<file path="config.mk">
export PLATFORM = sky130hd
export DESIGN_NAME = keypad_scanner
export DESIGN_NICKNAME = d
export VERILOG_FILES = /design/src/rtl/keypad_scanner.sv
export SDC_FILE = /design/constraint.sdc
export NUM_CORES = 1
export LEC_CHECK = 0
export CELL_PAD_IN_SITES_DETAIL_PLACEMENT = 0
export CELL_PAD_IN_SITES_GLOBAL_PLACEMENT = 2
export CORE_ASPECT_RATIO = 1.4
export CORE_UTILIZATION = 42
export DETAILED_ROUTE_END_ITERATION = 10
export DONT_BUFFER_PORTS = 1
export PLACE_DENSITY = 0.82
export SKIP_LAST_GASP = 1
export SLEW_MARGIN = 20
export SYNTH_ARGS = -nofsm -noshare
export SYNTH_HDL_FRONTEND = slang
export SYNTH_SLANG_ARGS = --single-unit
</file>
<file path="constraint.sdc">
create_clock -name clk -period 6.6 [get_ports clk]
set_input_delay 0.66 -clock clk [delete_from_list [all_inputs] [get_ports clk]]
set_output_delay 0.66 -clock clk [all_outputs]
set_load 0.02 [all_outputs]
</file>
<file path="src/rtl/keypad_scanner.sv">
// 4x4 hex matrix keypad scanner: row-at-a-time scan, per-scan classification,
// debounced press/release FSM, and a 16-bit shift register of accepted codes.
module keypad_scanner #(
   parameter int unsigned SCAN_DIV       = 256,
   parameter int unsigned DEBOUNCE_SCANS = 4
) (
   input  logic        clk,
   input  logic        reset,
   input  logic [3:0]  col_n,
   output logic [3:0]  row_n,
   output logic [3:0]  key_code,
   output logic        key_valid,
   output logic        key_down,
   output logic [15:0] value
);

   typedef enum logic [1:0] {IDLE, PRESS, HELD, RELEASE} state_t;

   localparam logic [15:0] DIV_LAST  = 16'(SCAN_DIV - 1);
   localparam logic [3:0]  STAB_DONE = 4'(DEBOUNCE_SCANS);

   logic [3:0]  col_meta_q, col_sync_q;
   logic [15:0] div_q, div_d;
   logic [1:0]  row_q, row_d;
   logic [1:0]  acc_cnt_q, acc_cnt_d;
   logic [3:0]  acc_code_q, acc_code_d;
   state_t      state_q, state_d;
   logic [3:0]  stab_q, stab_d;
   logic [3:0]  cand_q, cand_d;
   logic [3:0]  key_code_q, key_code_d;
   logic        key_valid_q, key_valid_d;
   logic [15:0] value_q, value_d;

   logic        sample, scan_end;
   logic [1:0]  hit_cnt;
   logic [3:0]  hit_code;
   logic        res_none, res_single;
   logic        accept;
   logic [3:0]  stab_inc;

   // State register (all flops)
   always_ff @(posedge clk) begin
      if (reset) begin
         col_meta_q  <= '1;
         col_sync_q  <= '1;
         div_q       <= '0;
         row_q       <= '0;
         acc_cnt_q   <= '0;
         acc_code_q  <= '0;
         state_q     <= IDLE;
         stab_q      <= '0;
         cand_q      <= '0;
         key_code_q  <= '0;
         key_valid_q <= 1'b0;
         value_q     <= '0;
      end else begin
         col_meta_q  <= col_n;
         col_sync_q  <= col_meta_q;
         div_q       <= div_d;
         row_q       <= row_d;
         acc_cnt_q   <= acc_cnt_d;
         acc_code_q  <= acc_code_d;
         state_q     <= state_d;
         stab_q      <= stab_d;
         cand_q      <= cand_d;
         key_code_q  <= key_code_d;
         key_valid_q <= key_valid_d;
         value_q     <= value_d;
      end
   end

   // Scan timing and per-scan accumulation; the row-3 sample folds in directly
   // so the scan result is available in the same cycle it completes.
   always_comb begin
      sample   = (div_q == DIV_LAST);
      scan_end = sample && (row_q == 2'd3);
      hit_cnt  = acc_cnt_q;
      hit_code = acc_code_q;
      if (sample) begin
         for (int unsigned c = 0; c < 4; c++) begin
            if (!col_sync_q[c]) begin
               if (hit_cnt != 2'd2) hit_cnt = hit_cnt + 2'd1;
               hit_code = {row_q, 2'(c)};
            end
         end
      end
      div_d      = sample ? '0 : div_q + 16'd1;
      row_d      = sample ? row_q + 2'd1 : row_q;
      acc_cnt_d  = scan_end ? '0 : hit_cnt;
      acc_code_d = scan_end ? '0 : hit_code;
      res_none   = (hit_cnt == 2'd0);
      res_single = (hit_cnt == 2'd1);
   end

   // Next-state logic, evaluated once per completed scan
   always_comb begin
      state_d  = state_q;
      stab_d   = stab_q;
      cand_d   = cand_q;
      accept   = 1'b0;
      stab_inc = stab_q + 4'd1;
      if (scan_end) begin
         unique case (state_q)
            IDLE: begin
               if (res_single) begin
                  state_d = PRESS;
                  cand_d  = hit_code;
                  stab_d  = 4'd1;
               end
            end
            PRESS: begin
               if (res_single && (hit_code == cand_q)) begin
                  stab_d = stab_inc;
                  if (stab_inc == STAB_DONE) begin
                     state_d = HELD;
                     accept  = 1'b1;
                  end
               end else begin
                  state_d = IDLE;
               end
            end
            HELD: begin
               if (res_none) begin
                  state_d = RELEASE;
                  stab_d  = 4'd1;
               end
            end
            RELEASE: begin
               if (res_none) begin
                  stab_d = stab_inc;
                  if (stab_inc == STAB_DONE) state_d = IDLE;
               end else begin
                  state_d = HELD;
               end
            end
         endcase
      end
      key_valid_d = accept;
      key_code_d  = accept ? cand_q : key_code_q;
      value_d     = accept ? {value_q[11:0], cand_q} : value_q;
   end

   // Output decode
   always_comb begin
      row_n     = ~(4'b0001 << row_q);
      key_down  = (state_q == HELD) || (state_q == RELEASE);
      key_code  = key_code_q;
      key_valid = key_valid_q;
      value     = value_q;
   end

endmodule

</file>
==> impl_results.md <==
- Hold Path Class: in -> reg
- Placed insts: roughly 400
- Via density: 5.13
- Worst Skew: ~0.008 ns
- Vias: 2,110
- WL per Instance: between 10 and 15 um
- Initial DRC Count: just under 70
- Hold Buf Count CTS: 0
- Gpl congestion: 0.775
- Power Dens Cells: 238 nW/um^2
- #FFs+latches synth: just under 60
- Reg clk slew, reported paths: roughly 0.070 ns
- Async SR Flop Fraction: 0%
- Mean Syn Cell Area: 9.00 sq um
- CTS Sinks: 59
- Sequential-to-total area share from yosys stat: between 40% and 50%
- Htree depth: 3
- Core area: around 6600 sq um
- Critical Path AT: between 4 and 5 ns
- Detailed placement HPWL: about 4.0 mm
- Final ANT Viol Nets: 0
- Row Count: 35
- Post-route minimum period: 4.03 ns
- Max_cap viols: 0
- Post-synth EDFFs: 0
- CP Capture Type: flip-flop
- Max-slew violation count: 0
- Num CTS Buffers: 9
- Req. time, crit path: 6.87 ns
- Critical path peak fanout: 7
- Final setup vio count: 0
- Skew-Pair Late Insertion Delay: 0.34 ns
- Vias in the first global route: 2,119
- Most used flip-flop cell after synthesis: dfxtp_1
- # diodes: 0
- Outcome: complete, no violations
- Die Ht: 99.8 um
- Leakage: ~0.0013 uW
- Setup TNS: 0 ns
- DRT Pass-1 Iters: 4
- Worst slew pin tran: 0.983 ns
- GRT Total Usage: 17.6%
- Fmax: between 200 and 250 MHz
- Startpoint types: flip-flop
- Filler cell count: between 600 and 700
- Area delta synth->final: 8.50%
- Slew HR: 34.0%
- Non-filler cells, final: 411
- Starting Density: about 43%
- RSZ-0062 raised after global routing: no
- Wire length of the first global-routing pass: ~10 mm
- DRC Markers: 0
- Post_cts resized: 0
- Longest Clk Path Bufs: 2
- Synth Cell Area: 2870 sq um
- Post-layout util: 47.1%
- Share of layout cells above drive strength 1: about a tenth
- Peak supply drop: 0.108 mV
- Final period util: 61.1%
- # Post-CTS Setup Buffers: 0
- Nets: 330
- GRT overflow: 0
- Post-synthesis cell type count: 48
- Die ar.: 7170 sq um
- Clk root buf: clkbuf_8
- Final Hold Vio Count: 0
- Syn nets: 334
- Largest net degree at the start of global routing: 40
- IO Port Bufs: 0
- Initial antenna violation count: 0
- CTS tree: done
- DIE WIDTH: between 70 and 80 um
- Yosys Warn Count: 0
- Synthesized instance count: 319
- Drt total wl: 5.60 mm
- IO Count: 32
- Critical path class: reg -> reg
## cells by family after synthesis
logic type      after synthesis  share of synthesized area, %
flops                        59                          41.2
buf+inv                      29                          4.84
simple gates                129                          24.1
compound gates               53                          12.8
mux                          22                          7.67
xor+xnor                     18                          5.49
fa+ha+maj                     9                          3.92
## critical path, stage by stage (launching register included)
cell       delay [ns]
dfxtp_1          0.45
inv_1            0.10
ha_1             0.36
and3b_1          0.18
or3_1            0.30
a22oi_1          0.21
xnor2_1          0.29
inv_1            0.10
ha_1             0.29
nor2b_1          0.18
a2111oi_0        0.82
nand2_1          0.32
a21o_1           0.25
a21oi_1          0.13
## per-stage QoR
step	worst slack [ns]	power, uW	cell area, sq um	hold slack (ns)
finish	2.57	740	3110	0.386
detailed placement	2.57	391	2900	0.397
global route	2.13	771	3110	0.374
global placement	2.67	391	2900	0.391
floorplan	3.09	389	2870	0.389
CTS	2.52	753	3110	0.376
## Yosys cell counts, types with 5 or more instances
library cell,number,area (sq um)
dfxtp_1,59,1180
nor2_1,43,161
nand2_1,24,90.1
mux2i_1,22,220
a21oi_1,15,75.1
inv_1,14,52.6
xor2_1,11,96.3
o21ai_0,10,50.1
clkbuf_1,9,33.8
ha_1,9,113
nand3_1,8,40.0
or2_2,8,50.1
and3_1,7,43.8
xnor2_1,7,61.3
nor2b_1,5,31.3
nor3_1,5,25.0
## power breakdown
part	switching (uW)	internal [uW]	leakage [uW]	total [uW]
sequential	5.16	361	0.000478	366
clock	138	219	0.000108	358
combinational	9.20	7.96	0.000690	17.2
total	153	588	0.00128	740
## path summary, 6_finish.rpt
| kind | startpoint | end | slack, ns | cells after the start |
|---|---|---|---|---|
| worst max-delay path | acc_cnt_q[0] | cand_q[1] | 2.57 | 13 |
| worst min-delay path | reset | state_q[1] | 0.39 | 1 |
| worst max register to register | acc_cnt_q[0] | cand_q[1] | 2.57 | 13 |
| worst min register to register | col_meta_q[0] | col_sync_q[0] | 0.41 | 1 |
## cell usage in the layout (no fill, tap or decap), types with 4 or more instances in the layout
cell and n:
ha_1 9, nor2b_1 5, xnor2_1 7, inv_1 14, xor2_1 11, and3_1 7
nand2_1 24, or3_1 4, nor3_1 5, mux2i_1 22, or2_2 8, nor2_1 43
o21ai_0 10, nand2b_1 4, dfxtp_1 59, nor3b_1 4, nand4_1 4, clkbuf_8 10
nand3_1 8, a21oi_1 15
## state kept, by name, indices dropped and copies added, names as in the netlist
signal,cells
div_q,16
value,13
acc_code_q,4
cand_q,4
col_meta_q,4
col_sync_q,4
stab_q,4
key_code,3
acc_cnt_q,2
row_q,2
state_q,2
key_valid,1
## layer usage
| metal | up-vias | GRT usage, % | share of wire [%] |
|---|---|---|---|
| li1 | 1098 | - | - |
| met1 | 972 | 18.9 | 43 |
| met2 | 31 | 31.8 | 51 |
| met3 | 9 | 5.52 | 4.1 |
| met4 | 0 | 6.94 | 1.7 |
| met5 | - | 0 | 0 |
## area by class of cell
cell class	instances	area, sq um	share of cell area [%]
Tap cell	92	115	3.70
Inverter	14	52.6	1.69
Multi-Input combinational cell	231	1550	49.8
Sequential cell	59	1180	37.9
Clock buffer	10	138	4.42
Clock inverter	5	77.6	2.49
Note: power is estimated with default switching activity, not from simulation.
